===== src/rtl/cordic_pkg.sv =====
// Shared CORDIC constants and the saturating two's-complement negate.
// Pure package: no state, no latency.
package cordic_pkg;

    localparam logic MODE_VEC = 1'b0;
    localparam logic MODE_ROT = 1'b1;

    // Widest datapath the negate helper supports; callers sign-extend into it.
    localparam int SAT_W = 64;

    typedef logic cordic_mode_t;

    // Negate a value that lives in the low w bits (sign-extended to SAT_W).
    // The most negative w-bit value maps to the most positive one instead of wrapping.
    function automatic logic signed [SAT_W-1:0] sat_neg(
        input logic signed [SAT_W-1:0] v,
        input int                      w
    );
        logic signed [SAT_W-1:0] min_v;
        logic signed [SAT_W-1:0] res;
        min_v = -(64'sd1 <<< (w - 1));
        if (v == min_v) begin
            res = ~min_v;
        end else begin
            res = -v;
        end
        return res;
    endfunction

endpackage


===== src/rtl/cordic_vecrot_pipe_if.sv =====
// Beat-level handshake bundle for the CORDIC core: input beat, output beat, ready/valid.
// master = beat producer/consumer around the core, slave = the core itself.
interface cordic_vecrot_pipe_if #(
    parameter int CORDIC_WIDTH = 22,
    parameter int NUM_STAGES   = 16
) ();

    logic                           in_valid;
    logic                           in_ready;
    logic                           mode_in;
    logic signed [CORDIC_WIDTH-1:0] x_in;
    logic signed [CORDIC_WIDTH-1:0] y_in;
    logic [NUM_STAGES:0]            dir_in;

    logic                           out_valid;
    logic                           out_ready;
    logic                           mode_out;
    logic signed [CORDIC_WIDTH-1:0] x_out;
    logic signed [CORDIC_WIDTH-1:0] y_out;
    logic [NUM_STAGES:0]            dir_out;

    modport master (
        output in_valid, mode_in, x_in, y_in, dir_in, out_ready,
        input  in_ready, out_valid, mode_out, x_out, y_out, dir_out
    );

    modport slave (
        input  in_valid, mode_in, x_in, y_in, dir_in, out_ready,
        output in_ready, out_valid, mode_out, x_out, y_out, dir_out
    );

endinterface


===== src/rtl/cordic_micro_stage.sv =====
// One registered CORDIC micro-rotation by 2^-SHIFT; 1 cycle latency.
// Loads only when adv_i is high, otherwise holds its slot unchanged.
module cordic_micro_stage
    import cordic_pkg::*;
#(
    parameter int CORDIC_WIDTH = 22,
    parameter int SHIFT        = 0,
    parameter int NUM_STAGES   = 16
) (
    input  logic                           clk,
    input  logic                           nreset,
    input  logic                           adv_i,
    input  logic                           vld_i,
    input  logic                           mode_i,
    input  logic signed [CORDIC_WIDTH-1:0] x_i,
    input  logic signed [CORDIC_WIDTH-1:0] y_i,
    input  logic [NUM_STAGES:0]            dir_i,
    output logic                           vld_o,
    output logic                           mode_o,
    output logic signed [CORDIC_WIDTH-1:0] x_o,
    output logic signed [CORDIC_WIDTH-1:0] y_o,
    output logic [NUM_STAGES:0]            dir_o
);

    logic                           d;
    logic signed [CORDIC_WIDTH-1:0] x_sh;
    logic signed [CORDIC_WIDTH-1:0] y_sh;
    logic signed [CORDIC_WIDTH-1:0] x_d;
    logic signed [CORDIC_WIDTH-1:0] y_d;
    logic [NUM_STAGES:0]            dir_d;

    logic                           vld_q;
    logic                           mode_q;
    logic signed [CORDIC_WIDTH-1:0] x_q;
    logic signed [CORDIC_WIDTH-1:0] y_q;
    logic [NUM_STAGES:0]            dir_q;

    // Vectoring picks d from the sign of y and records it; rotation replays the stored bit.
    always_comb begin
        d            = (mode_i == MODE_ROT) ? dir_i[SHIFT] : y_i[CORDIC_WIDTH-1];
        dir_d        = dir_i;
        dir_d[SHIFT] = d;
        x_sh         = x_i >>> SHIFT;
        y_sh         = y_i >>> SHIFT;
        if (d) begin
            x_d = x_i - y_sh;
            y_d = y_i + x_sh;
        end else begin
            x_d = x_i + y_sh;
            y_d = y_i - x_sh;
        end
    end

    always_ff @(posedge clk or negedge nreset) begin
        if (!nreset) begin
            vld_q  <= 1'b0;
            mode_q <= 1'b0;
            x_q    <= '0;
            y_q    <= '0;
            dir_q  <= '0;
        end else if (adv_i) begin
            vld_q  <= vld_i;
            mode_q <= mode_i;
            x_q    <= x_d;
            y_q    <= y_d;
            dir_q  <= dir_d;
        end
    end

    assign vld_o  = vld_q;
    assign mode_o = mode_q;
    assign x_o    = x_q;
    assign y_o    = y_q;
    assign dir_o  = dir_q;

endmodule


===== src/rtl/cordic_vecrot_pipe.sv =====
// Pipelined CORDIC vectoring/rotation core, NUM_STAGES+1 cycles latency, 1 beat/cycle.
// Whole pipe advances only when the output slot is empty or taken; in_ready mirrors that.
module cordic_vecrot_pipe
    import cordic_pkg::*;
#(
    parameter int CORDIC_WIDTH = 22,
    parameter int NUM_STAGES   = 16
) (
    input logic                 clk,
    input logic                 nreset,
    cordic_vecrot_pipe_if.slave bus
);

    localparam int W = CORDIC_WIDTH;
    localparam int N = NUM_STAGES;

    logic                adv;
    logic                vld_s  [N+1];
    logic                mode_s [N+1];
    logic signed [W-1:0] x_s    [N+1];
    logic signed [W-1:0] y_s    [N+1];
    logic [N:0]          dir_s  [N+1];

    logic                    flip;
    logic signed [SAT_W-1:0] x_ext;
    logic signed [SAT_W-1:0] y_ext;
    logic signed [W-1:0]     x0_d;
    logic signed [W-1:0]     y0_d;
    logic [N:0]              dir0_d;

    logic                vld0_q;
    logic                mode0_q;
    logic signed [W-1:0] x0_q;
    logic signed [W-1:0] y0_q;
    logic [N:0]          dir0_q;

    assign adv          = bus.out_ready | ~vld_s[N];
    assign bus.in_ready = adv;

    // Quadrant pre-correction: fold the left half-plane onto the right so the
    // micro stages only have to cover +/-99.9 degrees.
    always_comb begin
        x_ext  = {{(SAT_W-W){bus.x_in[W-1]}}, bus.x_in};
        y_ext  = {{(SAT_W-W){bus.y_in[W-1]}}, bus.y_in};
        flip   = (bus.mode_in == MODE_ROT) ? bus.dir_in[N] : bus.x_in[W-1];
        dir0_d = (bus.mode_in == MODE_ROT) ? bus.dir_in : {flip, {N{1'b0}}};
        x0_d   = bus.x_in;
        y0_d   = bus.y_in;
        if (flip) begin
            x0_d = W'(sat_neg(x_ext, W));
            y0_d = W'(sat_neg(y_ext, W));
        end
    end

    always_ff @(posedge clk or negedge nreset) begin
        if (!nreset) begin
            vld0_q  <= 1'b0;
            mode0_q <= 1'b0;
            x0_q    <= '0;
            y0_q    <= '0;
            dir0_q  <= '0;
        end else if (adv) begin
            vld0_q  <= bus.in_valid;
            mode0_q <= bus.mode_in;
            x0_q    <= x0_d;
            y0_q    <= y0_d;
            dir0_q  <= dir0_d;
        end
    end

    assign vld_s[0]  = vld0_q;
    assign mode_s[0] = mode0_q;
    assign x_s[0]    = x0_q;
    assign y_s[0]    = y0_q;
    assign dir_s[0]  = dir0_q;

    for (genvar i = 0; i < N; i++) begin : g_stage
        cordic_micro_stage #(
            .CORDIC_WIDTH (W),
            .SHIFT        (i),
            .NUM_STAGES   (N)
        ) u_stage (
            .clk    (clk),
            .nreset (nreset),
            .adv_i  (adv),
            .vld_i  (vld_s[i]),
            .mode_i (mode_s[i]),
            .x_i    (x_s[i]),
            .y_i    (y_s[i]),
            .dir_i  (dir_s[i]),
            .vld_o  (vld_s[i+1]),
            .mode_o (mode_s[i+1]),
            .x_o    (x_s[i+1]),
            .y_o    (y_s[i+1]),
            .dir_o  (dir_s[i+1])
        );
    end

    assign bus.out_valid = vld_s[N];
    assign bus.mode_out  = mode_s[N];
    assign bus.x_out     = x_s[N];
    assign bus.y_out     = y_s[N];
    assign bus.dir_out   = dir_s[N];

endmodule


===== src/flat_wrapper.sv =====
// flat-port wrapper written by rule: the top's interface ports become plain ports
module cordic_vecrot_pipe_flat import cordic_pkg::*;
#(
    parameter int CORDIC_WIDTH = 22,
    parameter int NUM_STAGES   = 16
)
  (clk, nreset, bus_in_valid, bus_mode_in, bus_x_in, bus_y_in, bus_dir_in, bus_out_ready, bus_in_ready, bus_out_valid, bus_mode_out, bus_x_out, bus_y_out, bus_dir_out);
  cordic_vecrot_pipe_if #(.CORDIC_WIDTH(CORDIC_WIDTH), .NUM_STAGES(NUM_STAGES)) bus_i ();
  input logic clk;
  input logic nreset;
  input wire logic [$bits(bus_i.in_valid)-1:0] bus_in_valid;
  input wire logic [$bits(bus_i.mode_in)-1:0] bus_mode_in;
  input wire logic [$bits(bus_i.x_in)-1:0] bus_x_in;
  input wire logic [$bits(bus_i.y_in)-1:0] bus_y_in;
  input wire logic [$bits(bus_i.dir_in)-1:0] bus_dir_in;
  input wire logic [$bits(bus_i.out_ready)-1:0] bus_out_ready;
  output wire logic [$bits(bus_i.in_ready)-1:0] bus_in_ready;
  output wire logic [$bits(bus_i.out_valid)-1:0] bus_out_valid;
  output wire logic [$bits(bus_i.mode_out)-1:0] bus_mode_out;
  output wire logic [$bits(bus_i.x_out)-1:0] bus_x_out;
  output wire logic [$bits(bus_i.y_out)-1:0] bus_y_out;
  output wire logic [$bits(bus_i.dir_out)-1:0] bus_dir_out;
  assign bus_i.in_valid = bus_in_valid;
  assign bus_i.mode_in = bus_mode_in;
  assign bus_i.x_in = bus_x_in;
  assign bus_i.y_in = bus_y_in;
  assign bus_i.dir_in = bus_dir_in;
  assign bus_i.out_ready = bus_out_ready;
  assign bus_in_ready = bus_i.in_ready;
  assign bus_out_valid = bus_i.out_valid;
  assign bus_mode_out = bus_i.mode_out;
  assign bus_x_out = bus_i.x_out;
  assign bus_y_out = bus_i.y_out;
  assign bus_dir_out = bus_i.dir_out;
  cordic_vecrot_pipe #(.CORDIC_WIDTH(CORDIC_WIDTH), .NUM_STAGES(NUM_STAGES)) u_core (.clk(clk), .nreset(nreset), .bus(bus_i));
endmodule

===== config.mk =====
export PLATFORM = sky130hd
export DESIGN_NAME = cordic_vecrot_pipe_flat
export DESIGN_NICKNAME = d
export VERILOG_FILES = /design/src/rtl/cordic_pkg.sv /design/src/rtl/cordic_vecrot_pipe_if.sv /design/src/rtl/cordic_micro_stage.sv /design/src/rtl/cordic_vecrot_pipe.sv /design/src/flat_wrapper.sv
export SDC_FILE = /design/constraint.sdc
export NUM_CORES = 2
export LEC_CHECK = 0
export ABC_AREA = 1
export CAP_MARGIN = 20
export CORE_UTILIZATION = 30
export CTS_CLUSTER_DIAMETER = 80
export DETAILED_ROUTE_END_ITERATION = 8
export PLACE_DENSITY_LB_ADDON = 0.3
export SYNTH_ARGS = -nofsm -noshare
export SYNTH_HDL_FRONTEND = slang
export SYNTH_SLANG_ARGS = --single-unit

===== constraint.sdc =====
create_clock -name clk -period 3.8 [get_ports clk]
set_clock_uncertainty 0.05 [all_clocks]
set_input_delay 0.76 -clock clk [delete_from_list [all_inputs] [get_ports clk]]
set_output_delay 0.76 -clock clk [all_outputs]
set_load 0.05 [all_outputs]

# Yosys cells after proc, flatten, opt, wreduce, memory -nomap -nowiden
# Cells that the tools add are included.
# totals
ff_bits	1071
word_cells	208
# op_classes
n_bitwise	2
n_eq_ne	2
mux	54
addsub	65
# ops
op	n
$mux 22	36
$add 22x10->22	2
$add 22x11->22	2
$add 22x12->22	2
$add 22x13->22	2
$add 22x14->22	2
$add 22x15->22	2
$add 22x16->22	2
$add 22x17->22	2
$add 22x18->22	2
$add 22x19->22	2
$add 22x20->22	2
$add 22x21->22	2
$add 22x7->22	2
$add 22x8->22	2
$add 22x9->22	2
$eq 22x22->1 const B	2
$neg 22->22	2
$sub 22x10->22	2
$sub 22x11->22	2
$sub 22x12->22	2
$sub 22x13->22	2
$sub 22x14->22	2
$sub 22x15->22	2
15 further kinds	41

# Logic depth before layout (Yosys ltp)
# logic_depth
ltp_word	3
mapped_depth	22
depth_no_buf	22

# Modules after synthesis
# Synthesis repeated with hierarchy kept, for this count alone.
# hier_totals
hier_cells	15504
hier_area_um2	98633.3
# by_module_without_submodules
module	cells_each	instances	area_each_um2
cordic_micro_stage at u_core.g_stage[0].u_stage	1098	1	6670.1
cordic_micro_stage at u_core.g_stage[1].u_stage	983	1	6198.4
cordic_micro_stage at u_core.g_stage[4].u_stage	984	1	6109.6
cordic_micro_stage at u_core.g_stage[6].u_stage	966	1	6069.6
cordic_micro_stage at u_core.g_stage[8].u_stage	978	1	6065.8
cordic_micro_stage at u_core.g_stage[2].u_stage	928	1	5936.9
cordic_micro_stage at u_core.g_stage[9].u_stage	966	1	5935.7
cordic_micro_stage at u_core.g_stage[11].u_stage	909	1	5855.6
cordic_micro_stage at u_core.g_stage[10].u_stage	932	1	5849.4
cordic_micro_stage at u_core.g_stage[3].u_stage	902	1	5845.6
cordic_micro_stage at u_core.g_stage[5].u_stage	884	1	5816.8
cordic_micro_stage at u_core.g_stage[13].u_stage	917	1	5800.6
cordic_micro_stage at u_core.g_stage[7].u_stage	896	1	5755.5
cordic_micro_stage at u_core.g_stage[15].u_stage	886	1	5709.2
3 more rows	-	-	-

# Worst setup path after synthesis
# OpenSTA, ideal clock, no wires.
# synth_path
path_type	register to register
startpoint	reg u_core.g_stage[4].u_stage.x_q[5]
endpoint	reg u_core.g_stage[5].u_stage.y_q[20]
synth_period_minus_slack_ns	2.936
required_ns	3.624
t_arrival_ns	2.760
slack_ns	0.864
path_stages_with_launch	21
path_buffers	0
setup_ns	0.126
path_cell_list	dfrtp_1 inv_1 ha_1 nand2_1 nor2_1 nand3_1 nor3_1 nand4_1 or2_2 nand2_1 o21ai_0 ha_1 nand2_1 nor3_1 inv_1 nor2_1 nand4_1 nand3_1 nand2_1 nand2_1 o21ai_0
# synth_via
elab_chain_cells	2
elab_cells_between_ends	3
cone_classes	add/sub: 2; mux: 1
# synth_rtl
element	line	source
start: declaration	cordic_micro_stage.sv:34	logic signed [CORDIC_WIDTH-1:0] x_q;
start signal: assignment	cordic_micro_stage.sv:58	x_q <= '0;
start signal: assignment	cordic_micro_stage.sv:64	x_q <= x_d;
$sub 22x17->22 or $add 22x17->22 (tied branches)	cordic_micro_stage.sv:50, cordic_micro_stage.sv:47	
$mux 22 *	cordic_micro_stage.sv:45	if (d) begin
end signal: assignment	cordic_micro_stage.sv:65	y_q <= y_d;
end: declaration	cordic_micro_stage.sv:35	logic signed [CORDIC_WIDTH-1:0] y_q;
# Every way passes the cells marked *; elsewhere a longest branch is shown, timed or not.
# A chain may end at the register's enable or synchronous reset.

# Final worst setup path
# layout_path
startpoint	reg u_core.g_stage[0].u_stage.mode_q
endpoint	reg u_core.g_stage[1].u_stage.y_q[16]
# layout_via
elab_chain_cells	2
# layout_rtl
element	line	source
start: declaration	cordic_micro_stage.sv:33	logic mode_q;
start signal: assignment	cordic_micro_stage.sv:63	mode_q <= mode_i;
$mux 1	cordic_micro_stage.sv:40	d = (mode_i == MODE_ROT) ? dir_i[SHIFT] : y_i[CORDIC_WIDTH-1];
$mux 22	cordic_micro_stage.sv:45	
end signal: assignment	cordic_micro_stage.sv:65	
end: declaration	cordic_micro_stage.sv:35	
# No other way between the ends.

==> flow_summary.json <==
{
  "critPathKind": "reg2reg",
  "ys_ff_latch": 1070,
  "cts_setup_buffers": 0,
  "cpMostUsedCell": "nand2_1",
  "path_clk_slew_ns": 0.06,
  "yosysUniqueCellTypes": 63,
  "regArea_mm2": 0.0268,
  "syn_area_mm2": 0.0921,
  "clock_path_buffers": 4,
  "finalCritPeriodShare": 0.943,
  "required_ns": 4.49,
  "routed-via-count": 90000,
  "yosysWarnings": 0,
  "placed_area_mm2": 0.0994,
  "startpoint_type": "flop",
  "multi_input_area_mm2": 0.0580,
  "post-place-cells": 18100,
  "finalSetupViolations": 0,
  "rsz0062_at_grt": "yes",
  "syn-num-nets": 14800,
  "relSlewSlack": 0.431,
  "drt_iter0_drc": 7031,
  "cp_cell_sequence": "inv_1 > or2_1 > o21ai_2 > inv_2 > buf_4 > nor2_1 > xor2_1 > ha_1 > o21ai_0 > inv_1 > nand2_1 > nand2_1 > nand3_1 > nand2_1 > or2_2 > nand3_1 > nand2_1",
  "detail-route-antenna-nets": 0,
  "io_buffers": 129,
  "dieArea_mm2": 0.309,
  "finalWirelength_um": 327000,
  "finish.instance_area_mm2": 0.104,
  "first_pass_iters": 6,
  "drt-wirelength-per-cell_um": 17.9,
  "grt_usage": 0.208,
  "ys_seq_area_frac": 0.291,
  "routed_via_density": 4.91,
  "crit_path_max_incr_delay_ns": 0.54,
  "async_reset_ff_frac": 1.00,
  "final_hold_viol_count": 0,
  "drc": 0,
  "antenna_found_initial": 6,
  "die-height_um": 556,
  "tightestPinTransition_ns": 0.853,
  "post-route-min-period_ns": 3.58,
  "grt_overflow": 0,
  "synth-edff-count": 0,
  "area_delta_synth_final_pct": 13.4,
  "grt_pass1_wl_um": 509000,
  "cp-end-kind": "flop",
  "hp-class": "reg2reg",
  "clock-sinks": 1070,
  "finalNonFillerCells": 18300,
  "cts_tree": "built",
  "crit_arrival_ns": 4.27,
  "drive_gt1_frac": 0.0446,
  "clock.fmax_mhz": 279,
  "fillers": 33500,
  "grt_max_degree": 94,
  "maxCapViolCount": 0,
  "postSynthCellCount": 13900,
  "slew_viol_final": 0,
  "ys.flop_type": "dfrtp_1",
  "grt_pass1_vias": 86300,
  "cts_buffers": 153,
  "die_x_um": 556,
  "status": "finished clean",
  "worstPathMaxFanout": 12,
  "rows": 203,
  "final_nets": 15000,
  "coreArea_mm2": 0.306,
  "slowest_stage": "o21ai_0",
  "initial_core_util": 0.301,
  "place_congestion": 0.954,
  "clk_latency_ns": 0.84,
  "io_pins": 130,
  "cts_max_level": 4,
  "root_buffer": "clkbuf_16",
  "hpwl_um": 266000,
  "syn_avg_cell_area_um2": 6.62
}
-- layout make-up --
| cell class | instances | share of cell area |
|---|---|---|
| antenna | 1 | 0.0000240 |
| clock inverter | 62 | 0.00684 |
| inverter | 1553 | 0.0559 |
| tap | 4100 | 0.0491 |
| multi-input combinational | 11000 | 0.555 |
| timing repair buffer | 386 | 0.0362 |
| clock buffer | 199 | 0.0408 |
| sequential | 1070 | 0.256 |
-- cells by family (layout without fill, tap and decap cells) --
group / after synthesis / count (layout) / synth area share
xor+xnor: 575 / 575 / 0.0553
simple gates: 7241 / 7241 / 0.320
compound gates: 2299 / 2299 / 0.136
mux: 2 / 2 / 0.000231
other cells: 0 / 1 / 0
fa+ha+maj: 842 / 842 / 0.117
buf+inv: 1885 / 2200 / 0.0804
flops: 1070 / 1070 / 0.291
-- final timing paths --
kind / start / to / slack, ns / cells past startpoint
setup / recovery: u_core.g_stage[0].u_stage.mode_o / u_core.g_stage[1].u_stage.y_o[16] / 0.22 / 17
hold / removal: u_core.g_stage[12].u_stage.dir_o[16] / u_core.g_stage[13].u_stage.dir_o[16] / 0.41 / 2
setup reg to reg: u_core.g_stage[0].u_stage.mode_o / u_core.g_stage[1].u_stage.y_o[16] / 0.22 / 17
hold reg to reg: u_core.g_stage[12].u_stage.dir_o[16] / u_core.g_stage[13].u_stage.dir_o[16] / 0.41 / 2
max in group asynchronous: nreset / u_core.g_stage[0].u_stage.vld_o / 2.10 / 3
min in group asynchronous: nreset / u_core.g_stage[0].u_stage.y_o[21] / 0.57 / 2
-- cells in the mapped netlist, types with 4 or more instances --
cell / number / area share
inv_2: 12 / 0.00049
o21ai_4: 8 / 0.0014
a31oi_1: 75 / 0.0051
nand3b_1: 57 / 0.0046
clkbuf_1: 135 / 0.0055
nor2_2: 4 / 0.00027
nand3_1: 913 / 0.050
nand2_1: 4579 / 0.19
o211ai_1: 9 / 0.00073
xnor2_1: 173 / 0.016
o31ai_1: 28 / 0.0023
o221ai_1: 6 / 0.00057
a21boi_0: 29 / 0.0024
buf_2: 154 / 0.0084
o21ai_2: 9 / 0.00086
nor4_1: 8 / 0.00054
nor3_1: 192 / 0.010
o21ai_0: 1006 / 0.055
nand4_1: 165 / 0.011
fa_1: 33 / 0.0072
o21a_1: 56 / 0.0046
xor2_2: 7 / 0.0012
o21bai_1: 65 / 0.0053
dfrtp_1: 1070 / 0.29
nand2_2: 7 / 0.00048
buf_4: 25 / 0.0020
buf_1: 12 / 0.00049
ha_1: 809 / 0.11
o21ai_1: 29 / 0.0016
a21o_1: 50 / 0.0041
inv_1: 1539 / 0.063
nor2_1: 1220 / 0.050
a41oi_1: 12 / 0.0011
xor2_1: 395 / 0.038
o22ai_1: 28 / 0.0019
buf_6: 5 / 0.00061
or2_2: 70 / 0.0048
a22oi_1: 4 / 0.00033
nor3b_1: 5 / 0.00041
a21oi_1: 869 / 0.047
and2_1: 11 / 0.00075
-- critical path: cells and delay by family (launching register included) --
| kind | cells | cell delay (ns) |
|---|---|---|
| AND/OR/NAND/NOR | 9 | 1.18 |
| AO/OA/AOI/OAI | 2 | 0.72 |
| buffers and inverters | 4 | 0.60 |
| flip-flops | 1 | 0.39 |
| adder cells (fa/ha/maj) | 1 | 0.31 |
| XOR/XNOR | 1 | 0.23 |
-- stage by stage --
stage | setup TNS [ns] | util | hold WS (ns) | worst slack, ns
finish | 0 | 0.342 | 0.405 | 0.217
global route | -0.00660 | 0.342 | 0.433 | -0.00660
CTS | 0 | 0.342 | 0.406 | 0.176
detailed placement | 0 | 0.325 | 0.401 | 0.214
global placement | 0 | 0.325 | 0.400 | 0.229
floorplan | 0 | - | 0.390 | 0.864
-- routing by layer --
metal  part of all wire  GRT usage  vias to the layer above
li1                   -          -                    45600
met1               0.47      0.285                    41700
met2               0.45      0.343                     2256
met3              0.048     0.0229                      438
met4              0.029     0.0586                        4
met5           0.000070          0                        -
-- flip-flops by register name (all words and copies together) (netlist names) --
register / cells
u_core.vld0_q: 1
u_core.g_stage.u_stage.mode_o: 16
u_core.g_stage.u_stage.dir_o: 272
u_core.g_stage.u_stage.y_o: 351
u_core.x0_q: 22
u_core.mode0_q: 1
u_core.dir0_q: 17
u_core.y0_q: 22
u_core.g_stage.u_stage.vld_o: 16
u_core.g_stage.u_stage.x_o: 352
-- cells in the final DEF, fill, tap and decap left out, drive strengths merged, types with 4 or more instances in the layout --
cell type and instances:
a21boi 32, nor2 1224, o21ai 1052, nand3 914, o31ai 28, xnor2 173, clkinv 29, a41oi 13
inv 1567, and2 11, ha 809, o22ai 28, a21oi 870, nand4 165, a21o 50, o21bai 65
nand2 4586, bufinv 11, nand3b 57, dfrtp 1070, nor3b 5, o221ai 6, xor2 402, nor4 9
clkdlybuf4s50 127, a22oi 4, o211ai 9, a31oi 76, clkinvlp 8, nor3 193, clkbuf 199, or2 76
buf 258, o21a 56, fa 33
-- what timing repair did --
item,CTS,global route
hold buffers,1,0
resized for setup,0,17
setup endpoints to repair,0,25
endpoints found under the hold margin,73,0
Power is left out: the tool's default activity adds up to more than one toggle a clock period on the data nets, which glitch-free logic cannot reach.
